--- src/rtl/fnd_scan_ctrl_if.sv ---
// Display-path bundle between the stopwatch datapath and the FND scan controller.
// Signal directions are named from the scan controller's point of view.
interface fnd_scan_ctrl_if;
   logic       i_sw;
   logic [6:0] i_msec;
   logic [5:0] i_sec;
   logic [5:0] i_min;
   logic [4:0] i_hour;
   logic [7:0] o_fnd_data;
   logic [3:0] o_fnd_com;

   modport master (
      output i_sw, i_msec, i_sec, i_min, i_hour,
      input  o_fnd_data, o_fnd_com
   );

   modport slave (
      input  i_sw, i_msec, i_sec, i_min, i_hour,
      output o_fnd_data, o_fnd_com
   );
endinterface

--- src/rtl/fnd_scan_ctrl.sv ---
// Time-multiplexed 4-digit common-anode seven-segment driver with inter-digit
// blanking and a decimal point that blinks with the hundredths count.
module fnd_scan_ctrl #(
   parameter int unsigned CLK_HZ    = 100_000_000,
   parameter int unsigned SCAN_HZ   = 1000,
   parameter int unsigned BLANK_CYC = 4
) (
   input logic            clk,
   input logic            rst_n,
   fnd_scan_ctrl_if.slave bus
);
   localparam int unsigned   DIV       = CLK_HZ / SCAN_HZ;
   localparam int unsigned   PW        = (DIV > 1) ? $clog2(DIV) : 1;
   localparam logic [PW-1:0] DIV_LAST  = PW'(DIV - 1);
   localparam logic [PW-1:0] BLANK_END = PW'(BLANK_CYC);

   logic [PW-1:0] r_presc;
   logic [1:0]    r_d;
   logic [7:0]    r_fnd_data;
   logic [3:0]    r_fnd_com;

   logic       w_tick;
   logic       w_blank;
   logic [6:0] w_msec_c;
   logic [6:0] w_sec_c;
   logic [6:0] w_min_c;
   logic [6:0] w_hour_c;
   logic [6:0] w_hi;
   logic [6:0] w_lo;
   logic [6:0] w_digit;
   logic       w_dp_n;
   logic [7:0] w_data;
   logic [3:0] w_com;

   function automatic logic [6:0] seg7(input logic [6:0] v);
      case (v)
         7'd0:    seg7 = 7'h40;
         7'd1:    seg7 = 7'h79;
         7'd2:    seg7 = 7'h24;
         7'd3:    seg7 = 7'h30;
         7'd4:    seg7 = 7'h19;
         7'd5:    seg7 = 7'h12;
         7'd6:    seg7 = 7'h02;
         7'd7:    seg7 = 7'h78;
         7'd8:    seg7 = 7'h00;
         7'd9:    seg7 = 7'h10;
         default: seg7 = 7'h7F;
      endcase
   endfunction

   assign w_tick  = (r_presc == DIV_LAST);
   assign w_blank = (r_presc < BLANK_END);

   // Out-of-range counts are pinned to their nominal maximum before the split.
   assign w_msec_c = (bus.i_msec > 7'd99) ? 7'd99 : bus.i_msec;
   assign w_sec_c  = (bus.i_sec  > 6'd59) ? 7'd59 : {1'b0, bus.i_sec};
   assign w_min_c  = (bus.i_min  > 6'd59) ? 7'd59 : {1'b0, bus.i_min};
   assign w_hour_c = (bus.i_hour > 5'd23) ? 7'd23 : {2'b00, bus.i_hour};

   assign w_hi = bus.i_sw ? w_hour_c : w_sec_c;
   assign w_lo = bus.i_sw ? w_min_c  : w_msec_c;

   always_comb begin
      w_digit = 7'd0;
      case (r_d)
         2'd3:    w_digit = w_hi / 7'd10;
         2'd2:    w_digit = w_hi % 7'd10;
         2'd1:    w_digit = w_lo / 7'd10;
         default: w_digit = w_lo % 7'd10;
      endcase
   end

   // The dp tracks the first half of each second regardless of the selected field.
   assign w_dp_n = !((r_d == 2'd2) && (w_msec_c < 7'd50));
   assign w_data = {w_dp_n, seg7(w_digit)};
   assign w_com  = w_blank ? 4'b1111 : ~(4'b0001 << r_d);

   always_ff @(posedge clk or negedge rst_n) begin
      if (!rst_n) begin
         r_presc    <= '0;
         r_d        <= 2'd0;
         r_fnd_data <= 8'hFF;
         r_fnd_com  <= 4'b1111;
      end else begin
         r_presc    <= w_tick ? '0 : r_presc + PW'(1);
         r_d        <= w_tick ? r_d + 2'd1 : r_d;
         r_fnd_data <= w_data;
         r_fnd_com  <= w_com;
      end
   end

   assign bus.o_fnd_data = r_fnd_data;
   assign bus.o_fnd_com  = r_fnd_com;
endmodule
--- src/flat_wrapper.sv ---
// flat-port wrapper written by rule: the top's interface ports become plain ports
module fnd_scan_ctrl_flat 
#(
   parameter int unsigned CLK_HZ    = 100_000_000,
   parameter int unsigned SCAN_HZ   = 1000,
   parameter int unsigned BLANK_CYC = 4
)
  (clk, rst_n, bus_i_sw, bus_i_msec, bus_i_sec, bus_i_min, bus_i_hour, bus_o_fnd_data, bus_o_fnd_com);
  fnd_scan_ctrl_if bus_i ();
  input logic clk;
  input logic rst_n;
  input wire logic [$bits(bus_i.i_sw)-1:0] bus_i_sw;
  input wire logic [$bits(bus_i.i_msec)-1:0] bus_i_msec;
  input wire logic [$bits(bus_i.i_sec)-1:0] bus_i_sec;
  input wire logic [$bits(bus_i.i_min)-1:0] bus_i_min;
  input wire logic [$bits(bus_i.i_hour)-1:0] bus_i_hour;
  output wire logic [$bits(bus_i.o_fnd_data)-1:0] bus_o_fnd_data;
  output wire logic [$bits(bus_i.o_fnd_com)-1:0] bus_o_fnd_com;
  assign bus_i.i_sw = bus_i_sw;
  assign bus_i.i_msec = bus_i_msec;
  assign bus_i.i_sec = bus_i_sec;
  assign bus_i.i_min = bus_i_min;
  assign bus_i.i_hour = bus_i_hour;
  assign bus_o_fnd_data = bus_i.o_fnd_data;
  assign bus_o_fnd_com = bus_i.o_fnd_com;
  fnd_scan_ctrl #(.CLK_HZ(CLK_HZ), .SCAN_HZ(SCAN_HZ), .BLANK_CYC(BLANK_CYC)) u_core (.clk(clk), .rst_n(rst_n), .bus(bus_i));
endmodule
--- config.mk ---
export PLATFORM = sky130hd
export DESIGN_NAME = fnd_scan_ctrl_flat
export DESIGN_NICKNAME = d
export VERILOG_FILES = /design/src/rtl/fnd_scan_ctrl_if.sv /design/src/rtl/fnd_scan_ctrl.sv /design/src/flat_wrapper.sv
export SDC_FILE = /design/constraint.sdc
export NUM_CORES = 1
export LEC_CHECK = 0
export CORE_MARGIN = 3
export CORE_UTILIZATION = 35
export CTS_BUF_LIST = sky130_fd_sc_hd__clkbuf_16
export CTS_CLUSTER_DIAMETER = 100
export DETAILED_ROUTE_END_ITERATION = 8
export SLEW_MARGIN = 10
export SYNTH_ARGS = -nofsm -noshare
export SYNTH_HDL_FRONTEND = slang
export SYNTH_SLANG_ARGS = --single-unit
--- constraint.sdc ---
create_clock -name clk -period 7.5 [get_ports clk]
set_input_delay 1.5 -clock clk [delete_from_list [all_inputs] [get_ports clk]]
set_output_delay 1.5 -clock clk [all_outputs]
set_load 0.005 [all_outputs]
==> results by group <==
Yosys
  – Synth Area in Adders: 0.0721
  – Cells after synthesis: 335
  – Multiplexer area fraction after synthesis: 0.0577
  – Main flop type after synthesis: dfrtp_1
  – XOR/XNOR Fraction of Synth Area: 0.0534
  – #FFs+latches synth: 31
  – Compound-Gate Fraction of Synth Area: 0.277
  – Simple-gate portion of the synthesized area: 0.226
  – Ys async rst share: 1.00
  – Syn_nets: between 300 and 400
  – Ys Warns: 0
  – Count of cell types in the netlist: between 70 and 80
  – Largest family of logic cells by synthesized area: compound AO/OA/AOI/OAI gates
  – Cell Area, Synth: just under 0.003 mm^2
  – Sequential fraction of the synthesis area: 0.268
  – Synthesized area per cell: approximately 8.8 um^2
  – EDFF count, synth: 0

Placement
  – IO Port Bufs: 38
  – Hpwl dp: 5760 um
  – Final Wtd Congestion: 0.860
  – Pre-CTS setup slack: 0.212 ns
  – Area after DPL: between 0.003 and 0.004 mm^2

GRT
  – Grt ovf: 0
  – Number of global-route vias before repair: about 2,700
  – Largest net degree at the start of global routing: 32
  – Total GRT Usage: 0.158
  – Global-route wire length before repair: 12,700 um
  – Initial antenna violation count: 0

Clock tree
  – CTS Buffer Depth: 2
  – CTS HTree Levels: 2
  – TritonCTS clock tree: done
  – Sink Count: 31
  – Post-CTS setup buffers: 0
  – Root buf cell: clkbuf_16
  – Worst-path clk slew: roughly 0.05 ns
  – Hold-fix buffers at CTS: 0
  – CTS buffer count: 5
  – Clock Latency Late Sink: roughly 0.28 ns

Finish
  – Final #Nets: around 430
  – Share of layout cells above drive strength 1: 0.162
  – Most common cell after layout, fill and taps aside: clkdlybuf4s50_1
  – Antenna cell count: 0
  – Synth-to-Final Area Change: 23.3%
  – Final core occ: 0.457
  – Most frequent cells in the layout: clkdlybuf4s50_1 (37), nor2_1 (29), nand2_1 (28)
  – Design Area, Final: about 0.0036 mm^2

Detailed routing
  – DRT antenna net count: 0
  – DRC violations left: 0
  – Final wirelength: around 7400 um
  – Via count: 2,709
  – DR pass1 iterations: 4
  – WL per Instance: 15.3 um
  – Vias per inst: about 5.6
  – DRT iter0 DRCs: just over 70

STA
  – Max-slew violation count: 0
  – Final setup skew: approximately 0.0035 ns
  – Minimum clock period: between 6 and 7 ns
  – RSZ-0062 raised after global routing: false
  – Measured slew at the worst slew-check pin: between 0.6 and 0.7 ns
  – Final Cycle Share: 0.924
  – Endpoints failing hold: 0
  – Fin Hold WS: 0.485 ns
  – Max frequency: approximately 140 MHz
  – Final setup fails: 0
  – Final setup margin: about 0.57 ns
  – Setup TNS Final: 0 ns
  – Relative slew slack: 0.561

Floorplan
  – Die Ht: slightly below 100 um
  – Starting Density: 0.370
  – Die X: roughly 100 um
  – Core Area: between 0.007 and 0.008 mm^2
  – Die area: ~0.0096 mm^2
  – IO Count: 39
  – Std cell rows: 32

Pwr
  – Sw frac: 0.349
  – Power Internal: about 450 uW
  – Sequential power share: 0.284
  – Power density cells: about 190 mW/mm^2
  – Sw power: around 240 uW
  – Comb pwr share: 0.429
  – Leak pwr: 1.49 nW
  – Clk pwr share: 0.287
  – VDD IR max: about 0.00015 V

Worst setup path
  – Worst path required time: ~7.7 ns
  – Most used cell, CP: ha_1
  – CP peak stage delay: between 0.5 and 0.6 ns
  – Crit path kind: input pin to register
  – Arrival @ worst endpoint: roughly 7.1 ns
  – CP max FO: 8
  – Crit path max-delay cell type: clkdlybuf4s50_1
  – R2R cell count: 26
  – CP Capture Type: register
  – Worst setup SP type: input pin

Run
  – Max Cap Viol: 0

Worst hold path
  – Hold crit path type: register to register
  – Worst Hold Depth: 1

Run status
  – Outcome: finished, final reports clean
==> cell usage after synthesis (5+ instances only) <==
master    instances  share of area
nor2_1           29          0.037
nand2_1          28          0.036
inv_1            20          0.025
dfrtp_1          19           0.16
ha_1             17          0.072
nand3_1          13          0.022
dfstp_2          12           0.11
nor3_1           12          0.020
xnor2_1          12          0.036
a21oi_1           9          0.015
o21ai_0           9          0.015
o31ai_1           8          0.020
nor4_1            7          0.015
a211oi_1          6          0.015
mux2i_1           6          0.020
nand2b_1          6          0.013
xor2_1            6          0.018
o211ai_1          5          0.013
o21ai_1           5         0.0085
==> layer usage <==
metal,global-route usage,wire length [um],vias to the layer above
met5,0,0,-
met4,0.0490,105,0
met3,0.0214,160,10
met2,0.286,3830,44
met1,0.191,3330,1291
li1,-,-,1364
==> state kept, by name, indices dropped and copies added, names as in the netlist <==
name and cells:
u_core.bus.o_fnd_com 4, u_core.bus.o_fnd_data 8, u_core.r_d 2, u_core.r_presc 17
==> cells by family after synthesis <==
group / after synthesis
AND/OR/NAND/NOR: 128
AO/OA/AOI/OAI: 97
multiplexers: 13
flip-flops: 31
adder cells (fa/ha/maj): 17
XOR/XNOR: 18
buffers and inverters: 31
==> what timing repair did <==
item | 4_1_cts | 5_1_grt
endpoints found under the setup margin | 0 | 2
hold endpoints to repair | 0 | 0
gates resized for setup | 0 | 1
==> final timing paths <==
check                             startpoint                  endpoint  slack [ns]
setup / recovery               bus_i_msec[6]  u_core.bus.o_fnd_data[3]        0.57
hold / removal             u_core.r_presc[0]         u_core.r_presc[0]        0.48
setup reg to reg               u_core.r_d[0]  u_core.bus.o_fnd_data[3]        1.64
hold reg to reg            u_core.r_presc[0]         u_core.r_presc[0]        0.48
max in group asynchronous              rst_n  u_core.bus.o_fnd_data[7]        5.57
min in group asynchronous              rst_n        u_core.r_presc[11]        1.62
==> final cells by class <==
| type | instances | area (um^2) |
|---|---|---|
| clock buffer | 5 | 125 |
| multi-input combinational | 273 | 2030 |
| fill | 759 | 4330 |
| tap | 102 | 128 |
| inverter | 22 | 82.6 |
| sequential | 31 | 791 |
| clock inverter | 3 | 20.0 |
| timing repair buffer | 49 | 465 |
==> per-stage QoR <==
stage | power, mW | std cells
floorplan | 0.397 | 335
global placement | 0.489 | 477
detailed placement | 0.489 | 477
CTS | 0.690 | 485
global route | 0.727 | 485
finish | 0.685 | 485
==> worst max-delay path: cells and delay by family <==
kind / cells / cell delay [ns]
AO/OA/AOI/OAI: 11 / 2.44
AND/OR/NAND/NOR: 5 / 1.15
buffers and inverters: 5 / 0.94
adder cells (fa/ha/maj): 4 / 0.85
XOR/XNOR: 1 / 0.23
==> power by group through the flow <==
stage,Clock (mW),Sequential (mW),Combinational [mW]
after CTS,0.201,0.195,0.293
after global routing,0.206,0.196,0.324
final,0.196,0.195,0.294
after floorplan,0,0.199,0.198
after detailed placement,0,0.197,0.291
after global placement,0,0.197,0.291
(Power assumes the default switching activity.)
==> RTL edit: new RTL, config.mk and constraints unchanged <==
`CLK_HZ` is set to 100_000_000 in 2 places; all go to 50_000_000.
--- a/src/rtl/fnd_scan_ctrl.sv
+++ b/src/rtl/fnd_scan_ctrl.sv
@@ -2,5 +2,5 @@
 // blanking and a decimal point that blinks with the hundredths count.
 module fnd_scan_ctrl #(
-   parameter int unsigned CLK_HZ    = 100_000_000,
+   parameter int unsigned CLK_HZ    = 50_000_000,
    parameter int unsigned SCAN_HZ   = 1000,
    parameter int unsigned BLANK_CYC = 4
--- a/src/flat_wrapper.sv
+++ b/src/flat_wrapper.sv
@@ -2,5 +2,5 @@
 module fnd_scan_ctrl_flat 
 #(
-   parameter int unsigned CLK_HZ    = 100_000_000,
+   parameter int unsigned CLK_HZ    = 50_000_000,
    parameter int unsigned SCAN_HZ   = 1000,
    parameter int unsigned BLANK_CYC = 4
Formal check against the unedited RTL: same outputs for any inputs over 10 cycles, from zero or initial values and one cycle with rst_n low; that may be too few to reach the edited logic, so the function may still have changed.
==> RTL edit against the unedited design <==
Fmax shrank 1.2%. Sequential share of layout area rose by 0.54 points. Synthesized area decreased by 5.3%. Clock skew decreased by 0.00054 ns. Clock power is 6% lower. Final area down 5.5%. Die area decreased by 5.0%. Sequential cell count is 1 lower. Routed wire length is 12% lower. Worst setup slack worse by 0.082 ns. Synthesized cell count down 5.7%. Power decreased by 5.2%. Critical path type unchanged. Largest power group unchanged. Highest routed layer unchanged.
==> RTL edit: results (changes against the unedited design) <==
- Clock network area share: 0.0400 (was 0.0399)
- CTS resizes: 0 (unchanged)
- Internal Pwr Total: 441 uW (was 446 uW)
- Biggest register: u_core.r_presc (unchanged)
- Router iterations before antenna repair: 4 (unchanged)
- Wire length per cell: 14.3 um (was 15.3 um)
- Clock skew: 0.00298 ns (was 0.00352 ns)
- Commonest cells in the netlist: nor2_1 (30), nand2_1 (27), dfrtp_1 (18), ha_1 (17), inv_1 (15) (was nor2_1 (29), nand2_1 (28), inv_1 (20), dfrtp_1 (19), ha_1 (17))
- Reg2reg path depth: 23 (was 26)
- Adder-cell share of the synthesized area: 0.0761 (was 0.0721)
- Starting DRT DRC Count: 193 (was 72)
- Yosys cell types: 74 (was 79)
- Fraction of area in registers: 0.223 (was 0.217)
- Met3 routed WL: 285 um (was 160 um)
- Post-DP HPWL: 5250 um (was 5760 um)
- Clock sink count: 30 (was 31)
- Worst-margin pin slew: 0.881 ns (was 0.653 ns)
- Non-Clock Buffer Count: 46 (was 49)
- Post-placement setup slack: 0.188 ns (was 0.212 ns)
- Gr usage total: 0.156 (was 0.158)
- Synth top area cells: dfrtp_1 (16%), dfstp_2 (11%), ha_1 (7.6%) (was dfrtp_1 (16%), dfstp_2 (11%), ha_1 (7.2%))
- Initial antenna violation count: 0 (unchanged)
- Non-clock buffer share: 0.128 (about the same)
- Min Hold Slack: 0.462 ns (was 0.485 ns)
- Share of cells above drive strength 1: 0.158 (was 0.162)
- Layout net count: 403 (was 426)
- Worst EP arrival: 7.18 ns (was 7.11 ns)
- Area of the multi-input gates: 0.00191 mm^2 (was 0.00203 mm^2)
- Largest net degree at the start of global routing: 31 (was 32)
- Start point of the critical path: bus_i_sw (was bus_i_msec[6])
- Status: completed (unchanged)
- Grt met2 use: 0.276 (was 0.286)
- Multi-input gates: 260 (was 273)
- Number of fillers in the final layout: 715 (was 759)
- First-pass GRT wire length: 11,500 um (was 12,700 um)
- Final worst slack: 0.491 ns (was 0.573 ns)
- Met3 global-route usage: 0.0253 (was 0.0214)
- Met1 usage: 0.196 (was 0.191)
- R2r setup slk: 1.48 ns (was 1.64 ns)
- Sequential-to-total area share from yosys stat: 0.274 (was 0.268)
- XOR/XNOR Fraction of Synth Area: 0.0596 (was 0.0534)
- RR Endpoint: u_core.bus.o_fnd_data[3] (unchanged)
- Vias post-DR: 2,484 (was 2,709)
- P_leak: 1.37 nW (was 1.49 nW)
- Mux contribution to synthesized area: 0.0918 (was 0.0577)
- Clock buffer depth: 2 (unchanged)
- Syn nets: 360 (was 379)
- Compound-Gate Fraction of Synth Area: 0.232 (was 0.277)
- Met2 WL post-DR: 3230 um (was 3830 um)
- WL met1: 2990 um (was 3330 um)
RTL edit: cell types whose count changed after synthesis, moves of 4 or more:
cell,before,now
a31oi_1,1,5
o21ai_1,5,10
mux2_2,1,6
nor3_1,12,7
inv_1,20,15
a211oi_1,6,1
o31ai_1,8,0
nand3b_1,0,4
RTL edit: cells by family (layout without fill, tap and decap cells):
group,after synthesis,in the layout
mux,20,20
buf+inv,26,70
fa+ha+maj,17,17
compound gates,85,85
xor+xnor,19,19
simple gates,119,119
flops,30,30
RTL edit: power by group through the flow:
stage / registers (mW) / logic [mW] / clock network (mW)
final: 0.190 / 0.276 / 0.184
after global placement: 0.192 / 0.275 / 0
after detailed placement: 0.193 / 0.275 / 0
after floorplan: 0.194 / 0.188 / 0
after global routing: 0.191 / 0.307 / 0.198
after CTS: 0.190 / 0.276 / 0.189
RTL edit: worst max-delay path, stage by stage:
cell	delay [ns]
clkdlybuf4s50_1	0.63
buf_4	0.21
a21oi_1	0.06
a211o_1	0.32
and2_1	0.18
ha_1	0.21
nand3b_1	0.26
a311oi_1	0.39
o31a_1	0.31
ha_1	0.18
inv_1	0.07
o31a_1	0.33
o21ai_1	0.24
nor2_1	0.08
xnor2_1	0.30
inv_1	0.11
ha_1	0.24
o311ai_1	0.44
nor4_1	0.12
o21ai_1	0.20
inv_1	0.10
ha_1	0.31
mux2_4	0.27
nor2_1	0.09
o21ai_1	0.06
RTL edit: through the flow:
| step | utilization | std cells | cell area, um^2 |
|---|---|---|---|
| after floorplan | - | 316 | 2790 |
| after global placement | 0.440 | 451 | 3290 |
| after detailed placement | 0.440 | 451 | 3290 |
| after CTS | 0.458 | 459 | 3430 |
| after global routing | 0.459 | 459 | 3440 |
| final | 0.459 | 459 | 3440 |
